==> config.mk <==
export PLATFORM = sky130hd
export DESIGN_NAME = key_scan
export DESIGN_NICKNAME = d
export VERILOG_FILES = /design/src/rtl/bh_key_pkg.sv /design/src/rtl/key_debounce_ch.sv /design/src/rtl/key_scan.sv
export SDC_FILE = /design/constraint.sdc
export NUM_CORES = 1
export LEC_CHECK = 0
export BUFFER_PORTS_ARGS = -buffer_cell sky130_fd_sc_hd__buf_2
export CAP_MARGIN = 20
export CORE_MARGIN = 2
export CORE_UTILIZATION = 50
export DETAILED_ROUTE_END_ITERATION = 10
export GPL_TIMING_DRIVEN = 0
export PLACE_DENSITY = 0.67
export SLEW_MARGIN = 10
export SYNTH_ARGS = -nofsm -noshare
export SYNTH_HDL_FRONTEND = slang
export SYNTH_SLANG_ARGS = --single-unit
==> constraint.sdc <==
create_clock -name sys_clk -period 2.6 [get_ports sys_clk]
set_input_delay 0 -clock sys_clk [delete_from_list [all_inputs] [get_ports sys_clk]]
set_output_delay 0 -clock sys_clk [all_outputs]
set_load 0.05 [all_outputs]
==> src/rtl/bh_key_pkg.sv <==
// Shared front-panel key definitions: key count, default debounce/repeat timing,
// channel state encoding and the key-bit to beep-tone mapping used by the beep generator.
package bh_key_pkg;

  localparam int NUM_KEYS = 8;
  localparam int CLK_HZ   = 5_000_000;

  localparam int DEB_CYC_DEF    = CLK_HZ / 50;  // 20 ms
  localparam int REPEAT_DLY_DEF = CLK_HZ / 2;   // 0.5 s
  localparam int REPEAT_PER_DEF = CLK_HZ / 5;   // 0.2 s

  typedef enum logic [1:0] {
    REL   = 2'd0,
    PWAIT = 2'd1,
    HELD  = 2'd2,
    RWAIT = 2'd3
  } ch_state_t;

  localparam int KEY_TEMP_UP = 0;
  localparam int KEY_TEMP_DN = 1;
  localparam int KEY_POWER   = 2;
  localparam int KEY_MODE    = 3;
  localparam int KEY_FAN     = 4;
  localparam int KEY_LIGHT   = 5;
  localparam int KEY_TIMER   = 6;
  localparam int KEY_DRY     = 7;

  typedef enum logic [1:0] {
    TONE_NONE  = 2'd0,
    TONE_SHORT = 2'd1,
    TONE_HIGH  = 2'd2,
    TONE_LONG  = 2'd3
  } tone_t;

  function automatic tone_t key_tone(input logic [NUM_KEYS-1:0] key);
    tone_t t;
    t = TONE_NONE;
    if (key[KEY_POWER]) t = TONE_LONG;
    else if (key[KEY_TEMP_UP] || key[KEY_TEMP_DN]) t = TONE_HIGH;
    else if (|key) t = TONE_SHORT;
    return t;
  endfunction

endpackage

==> src/rtl/key_debounce_ch.sv <==
// One button channel: 2-flop synchroniser, debounce FSM and optional auto-repeat.
// evt is a registered one-cycle pulse on accepted press and on each repeat.
module key_debounce_ch
  import bh_key_pkg::*;
#(
  parameter int DEB_CYC    = DEB_CYC_DEF,
  parameter int REPEAT_DLY = REPEAT_DLY_DEF,
  parameter int REPEAT_PER = REPEAT_PER_DEF,
  parameter bit REPEAT_EN  = 1'b0
) (
  input  logic sys_clk,
  input  logic rst_n,
  input  logic btn_n,
  output logic evt,
  output logic level
);

  localparam int CW = (DEB_CYC > 1) ? $clog2(DEB_CYC) : 1;
  localparam int RW = (REPEAT_DLY > 1) ? $clog2(REPEAT_DLY) : 1;
  localparam logic [CW-1:0] CNT_LAST   = CW'(DEB_CYC - 1);
  localparam logic [RW-1:0] REP_LAST   = RW'(REPEAT_DLY - 1);
  // Reloading to DLY-PER makes the next hit of REP_LAST land REPEAT_PER cycles later.
  localparam logic [RW-1:0] REP_RELOAD = RW'(REPEAT_DLY - REPEAT_PER);

  logic          sync1;
  logic          sync2;
  logic          s;
  ch_state_t     state;
  logic [CW-1:0] cnt;
  logic [RW-1:0] rep;

  always_ff @(posedge sys_clk or negedge rst_n) begin
    if (!rst_n) begin
      sync1 <= 1'b1;
      sync2 <= 1'b1;
    end else begin
      sync1 <= btn_n;
      sync2 <= sync1;
    end
  end

  assign s = ~sync2;

  always_ff @(posedge sys_clk or negedge rst_n) begin
    if (!rst_n) begin
      state <= REL;
      cnt   <= '0;
      rep   <= '0;
      evt   <= 1'b0;
    end else begin
      evt <= 1'b0;
      unique case (state)
        REL: begin
          if (s) begin
            state <= PWAIT;
            cnt   <= '0;
          end
        end
        PWAIT: begin
          if (!s) begin
            state <= REL;
          end else if (cnt == CNT_LAST) begin
            state <= HELD;
            evt   <= 1'b1;
            rep   <= '0;
          end else begin
            cnt <= cnt + 1'b1;
          end
        end
        HELD: begin
          if (!s) begin
            state <= RWAIT;
            cnt   <= '0;
          end else if (REPEAT_EN) begin
            if (rep == REP_LAST) begin
              evt <= 1'b1;
              rep <= REP_RELOAD;
            end else begin
              rep <= rep + 1'b1;
            end
          end
        end
        RWAIT: begin
          // A short release glitch returns to HELD with rep untouched.
          if (s) begin
            state <= HELD;
          end else if (cnt == CNT_LAST) begin
            state <= REL;
          end else begin
            cnt <= cnt + 1'b1;
          end
        end
        default: state <= REL;
      endcase
    end
  end

  assign level = (state == HELD) || (state == RWAIT);

endmodule

==> src/rtl/key_scan.sv <==
// Front-panel key scanner: 8 debounced channels, highest-index-wins one-hot press strobe.
// Strobe appears DEB_CYC+3 edges after the first low sample; no backpressure, strobes are not queued.
module key_scan
  import bh_key_pkg::*;
#(
  parameter int                  DEB_CYC     = DEB_CYC_DEF,
  parameter logic [NUM_KEYS-1:0] REPEAT_MASK = '0,
  parameter int                  REPEAT_DLY  = REPEAT_DLY_DEF,
  parameter int                  REPEAT_PER  = REPEAT_PER_DEF
) (
  input  logic                sys_clk,
  input  logic                rst_n,
  input  logic [NUM_KEYS-1:0] btn_n,
  output logic [NUM_KEYS-1:0] key,
  output logic [NUM_KEYS-1:0] key_level,
  output logic                key_any
);

  logic [NUM_KEYS-1:0] evt;
  logic [NUM_KEYS-1:0] level;
  logic [NUM_KEYS-1:0] key_nxt;

  for (genvar i = 0; i < NUM_KEYS; i++) begin : g_ch
    key_debounce_ch #(
      .DEB_CYC   (DEB_CYC),
      .REPEAT_DLY(REPEAT_DLY),
      .REPEAT_PER(REPEAT_PER),
      .REPEAT_EN (REPEAT_MASK[i])
    ) u_ch (
      .sys_clk(sys_clk),
      .rst_n  (rst_n),
      .btn_n  (btn_n[i]),
      .evt    (evt[i]),
      .level  (level[i])
    );
  end

  // Later iterations overwrite earlier ones, so the highest index wins.
  always_comb begin
    key_nxt = '0;
    for (int i = 0; i < NUM_KEYS; i++) begin
      if (evt[i]) begin
        key_nxt    = '0;
        key_nxt[i] = 1'b1;
      end
    end
  end

  always_ff @(posedge sys_clk or negedge rst_n) begin
    if (!rst_n) begin
      key       <= '0;
      key_level <= '0;
      key_any   <= 1'b0;
    end else begin
      key       <= key_nxt;
      key_level <= level;
      key_any   <= |level;
    end
  end

endmodule

==> metrics.md <==
| Metric | Value |
|---|---|
| Run status | finished, final reports clean |
| Starting density of the core | 0.5093 |
| Worst-Margin Slew | 0.8046 ns |
| CP Data Required Time | 2.96 ns |
| Pin count of the biggest net entering global routing | 109 |
| DRT antenna net count | 0 |
| Fin Clk Skew | 0.01145 ns |
| Post-DR wirelength/cell | 14.95 um |
| Worst-path maximum fanout | 8 |
| Top_reg_cell synth | dfrtp_1 |
| GR Overflow Total | 0 |
| Syn_area_per_cell | 9.522 um^2 |
| Sink Count | 193 |
| Mapped Area | 0.009912 mm^2 |
| Hold Path Class | in2async |
| Core region area | 0.01946 mm^2 |
| Synth top area share | 0.4469 |
| Critical Path Source Type | register |
| Hold Violations, Final | 0 |
| Non-Filler Instances | 1374 |
| Pleak | 4.821 nW |
| Antenna cells | 0 |
| Synth unique cells | 73 |
| DRC errors left | 0 |
| Crit path DAT | 2.61 ns |
| Drt first pass iters | 5 |
| Final net count | 1114 |
| Clock Latency Late Sink | 0.43 ns |
| Die Ht | 144.8 um |
| H-tree depth | 4 |
| DR vias | 7854 |
| Syn Nets | 1059 |
| Yosys top cell by area | dfrtp_1 |
| Resized Gates After CTS | 0 |
| # setup viols final | 0 |
| Die Area | 0.02097 mm^2 |
| CP Class | reg2reg |
| Post-Place Cells | 1333 |
| CTS tree | done |
| Ranking of synthesized cells by area | dfrtp_1 (45%), nand2_1 (5.1%), dfstp_2 (4.2%), o21ai_0 (3.8%), nand3_1 (3.4%) |
| Power Total | 6.279 mW |
| RSZ-0062 raised after global routing | no |
| Initial DRC Count | 392 |
| Post-synth EDFFs | 0 |
| Setup Buffers After CTS | 0 |
| Max-slew violations | 0 |
| Layout area overhead | 11.85% |
| Worst reg-to-reg path cell count | 4 |
| First-pass GRT wire length | 35360 um |
| PD cells | 566.3 mW/mm^2 |
| Reg2Reg Setup Slack | 0.35 ns |
| Minimum clock period after layout | 2.247 ns |
| Clock root cell | clkbuf_16 |
| Max-cap viol count | 0 |
| Relative slew slack | 0.4618 |
| Commonest cells in the netlist | dfrtp_1 (177), nand2_1 (135), o21ai_0 (76) |
| Top-count cell post-synth | dfrtp_1 |
| Vias in the first global route | 7435 |
| Final Cycle Share | 0.8642 |
| Port bufs | 26 |
| Gr usage total | 0.2074 |
| VDD IR max | 406.5 uV |
| Row Count | 51 |
| Vias per cell | 5.716 |
| Synth Instances | 1041 |
| Die W | 144.8 um |
| Post-DP HPWL | 14090 um |
| Synth warn | 0 |
| CP Capture Type | register |
| Reg-to-Reg End | g_ch[3].u_ch.cnt[5] |
| IO Pins | 27 |
| CTS clk-pin slew, worst paths | 0.07 ns |
| Fmax | 445.1 MHz |
| Antenna violations before repair | 0 |
| Share of cells above drive strength 1 | 0.09739 |
| Gpl congestion | 0.8791 |
| Post-synth ARST share | 1.000 |
| Wirelength, routed | 20550 um |
| Cts bufs inserted | 17 |
| Register bit total from synthesis | 193 |
| Sequential area share after synthesis | 0.4893 |
| Clock Path Buffers | 2 |
==> kinds of logic after synthesis <==
group,after synthesis,synth area share
AND/OR/NAND/NOR,464,0.2555
AO/OA/AOI/OAI,236,0.1531
flip-flops,193,0.4893
buffers and inverters,78,0.03131
multiplexers,39,0.04039
XOR/XNOR,23,0.02032
adder cells (fa/ha/maj),8,0.01010
==> final cells by class <==
cell class | instances | area, um^2
flip-flops and latches | 193 | 4850
clock inverters | 14 | 146.4
plain buffers | 45 | 186.4
multi-input cells | 770 | 4752
inverters | 33 | 123.9
clock buffers | 18 | 439.2
repair buffers | 36 | 257.7
well taps | 265 | 331.6
fillers | 1718 | 8376
==> layer usage <==
metal	wire, um	GRT usage	up-vias
li1	-	-	3954
met1	10290	0.2915	3769
met2	9420	0.3282	108
met3	533	0.03949	23
met4	303	0.06030	0
met5	0	0	-
==> critical path: stages (launching register included) <==
cell and delay [ns]:
dfrtp_1 0.50, xnor2_1 0.59, nand4_1 0.33, or4b_2 0.67
nand3_1 0.10
==> stage by stage <==
step,cell area (um^2),hold WS (ns),util,setup TNS (ns),setup WS (ns)
2_1_floorplan,9912,-0.2956,-,0,0.5777
3_3_place_gp,10370,0.1052,0.5330,-301.63,-1.675
3_5_place_dp,10410,0.03690,0.5349,0,0.3616
4_1_cts,11090,0.1610,0.5697,0,0.3467
5_1_grt,11090,0.1898,0.5697,0,0.1565
6_report,11090,0.1205,0.5697,0,0.3531
==> worst max path at each step <==
stage               cells after the start                    to                 start  slack [ns]
global route                            7  g_ch[7].u_ch.cnt[13]   g_ch[7].u_ch.cnt[0]        0.16
detailed placement                      4   g_ch[3].u_ch.cnt[5]              register        0.36
CTS                                     4   g_ch[3].u_ch.cnt[5]              register        0.35
finish                                  4   g_ch[3].u_ch.cnt[5]              register        0.35
floorplan                               5   g_ch[5].u_ch.cnt[4]  g_ch[5].u_ch.cnt[13]        0.58
global placement                        1  g_ch[7].u_ch.cnt[13]                 rst_n       -1.68
==> layout by cell type (no fill, tap or decap), types with 7 or more instances in the layout <==
cell type,count
nor3_1,30
buf_2,30
a21oi_1,52
dfrtp_1,177
a21o_1,8
or3_1,15
ha_1,8
and3_1,25
xnor2_1,11
inv_1,33
clkbuf_1,36
nand2_1,135
and4_1,7
a22o_1,32
nand3_1,67
dlygate4sd3_1,9
or4_1,8
o21ai_1,7
mux2i_1,31
a31oi_1,8
dfstp_2,16
nand4_1,30
clkbuf_16,17
mux2_2,7
nor3b_1,8
o31ai_1,7
nand4b_1,11
and2_1,9
o21ai_0,76
nor2_1,62
nor4_1,13
xor2_1,12
==> flip-flops by register name, indices dropped and copies added (netlist names), named ones only <==
name,count
key_any,1
g_ch.u_ch.sync2,8
g_ch.u_ch.state,8
g_ch.u_ch.sync1,8
key_level,8
g_ch.u_ch.evt,8
g_ch.u_ch.cnt,136
key,8
==> where the power goes <==
group          internal [mW]  switching [mW]  leakage (nW)
logic                  0.160           0.267          1.93
registers               3.12           0.137          2.60
clock network           1.38            1.21         0.287
==> what timing repair did <==
| item | CTS | global route |
|---|---|---|
| setup endpoints to repair | 0 | 0 |
| hold buffers | 9 | 0 |
| hold endpoints to repair | 93 | 0 |
Power figures use the tool's default switching activity.
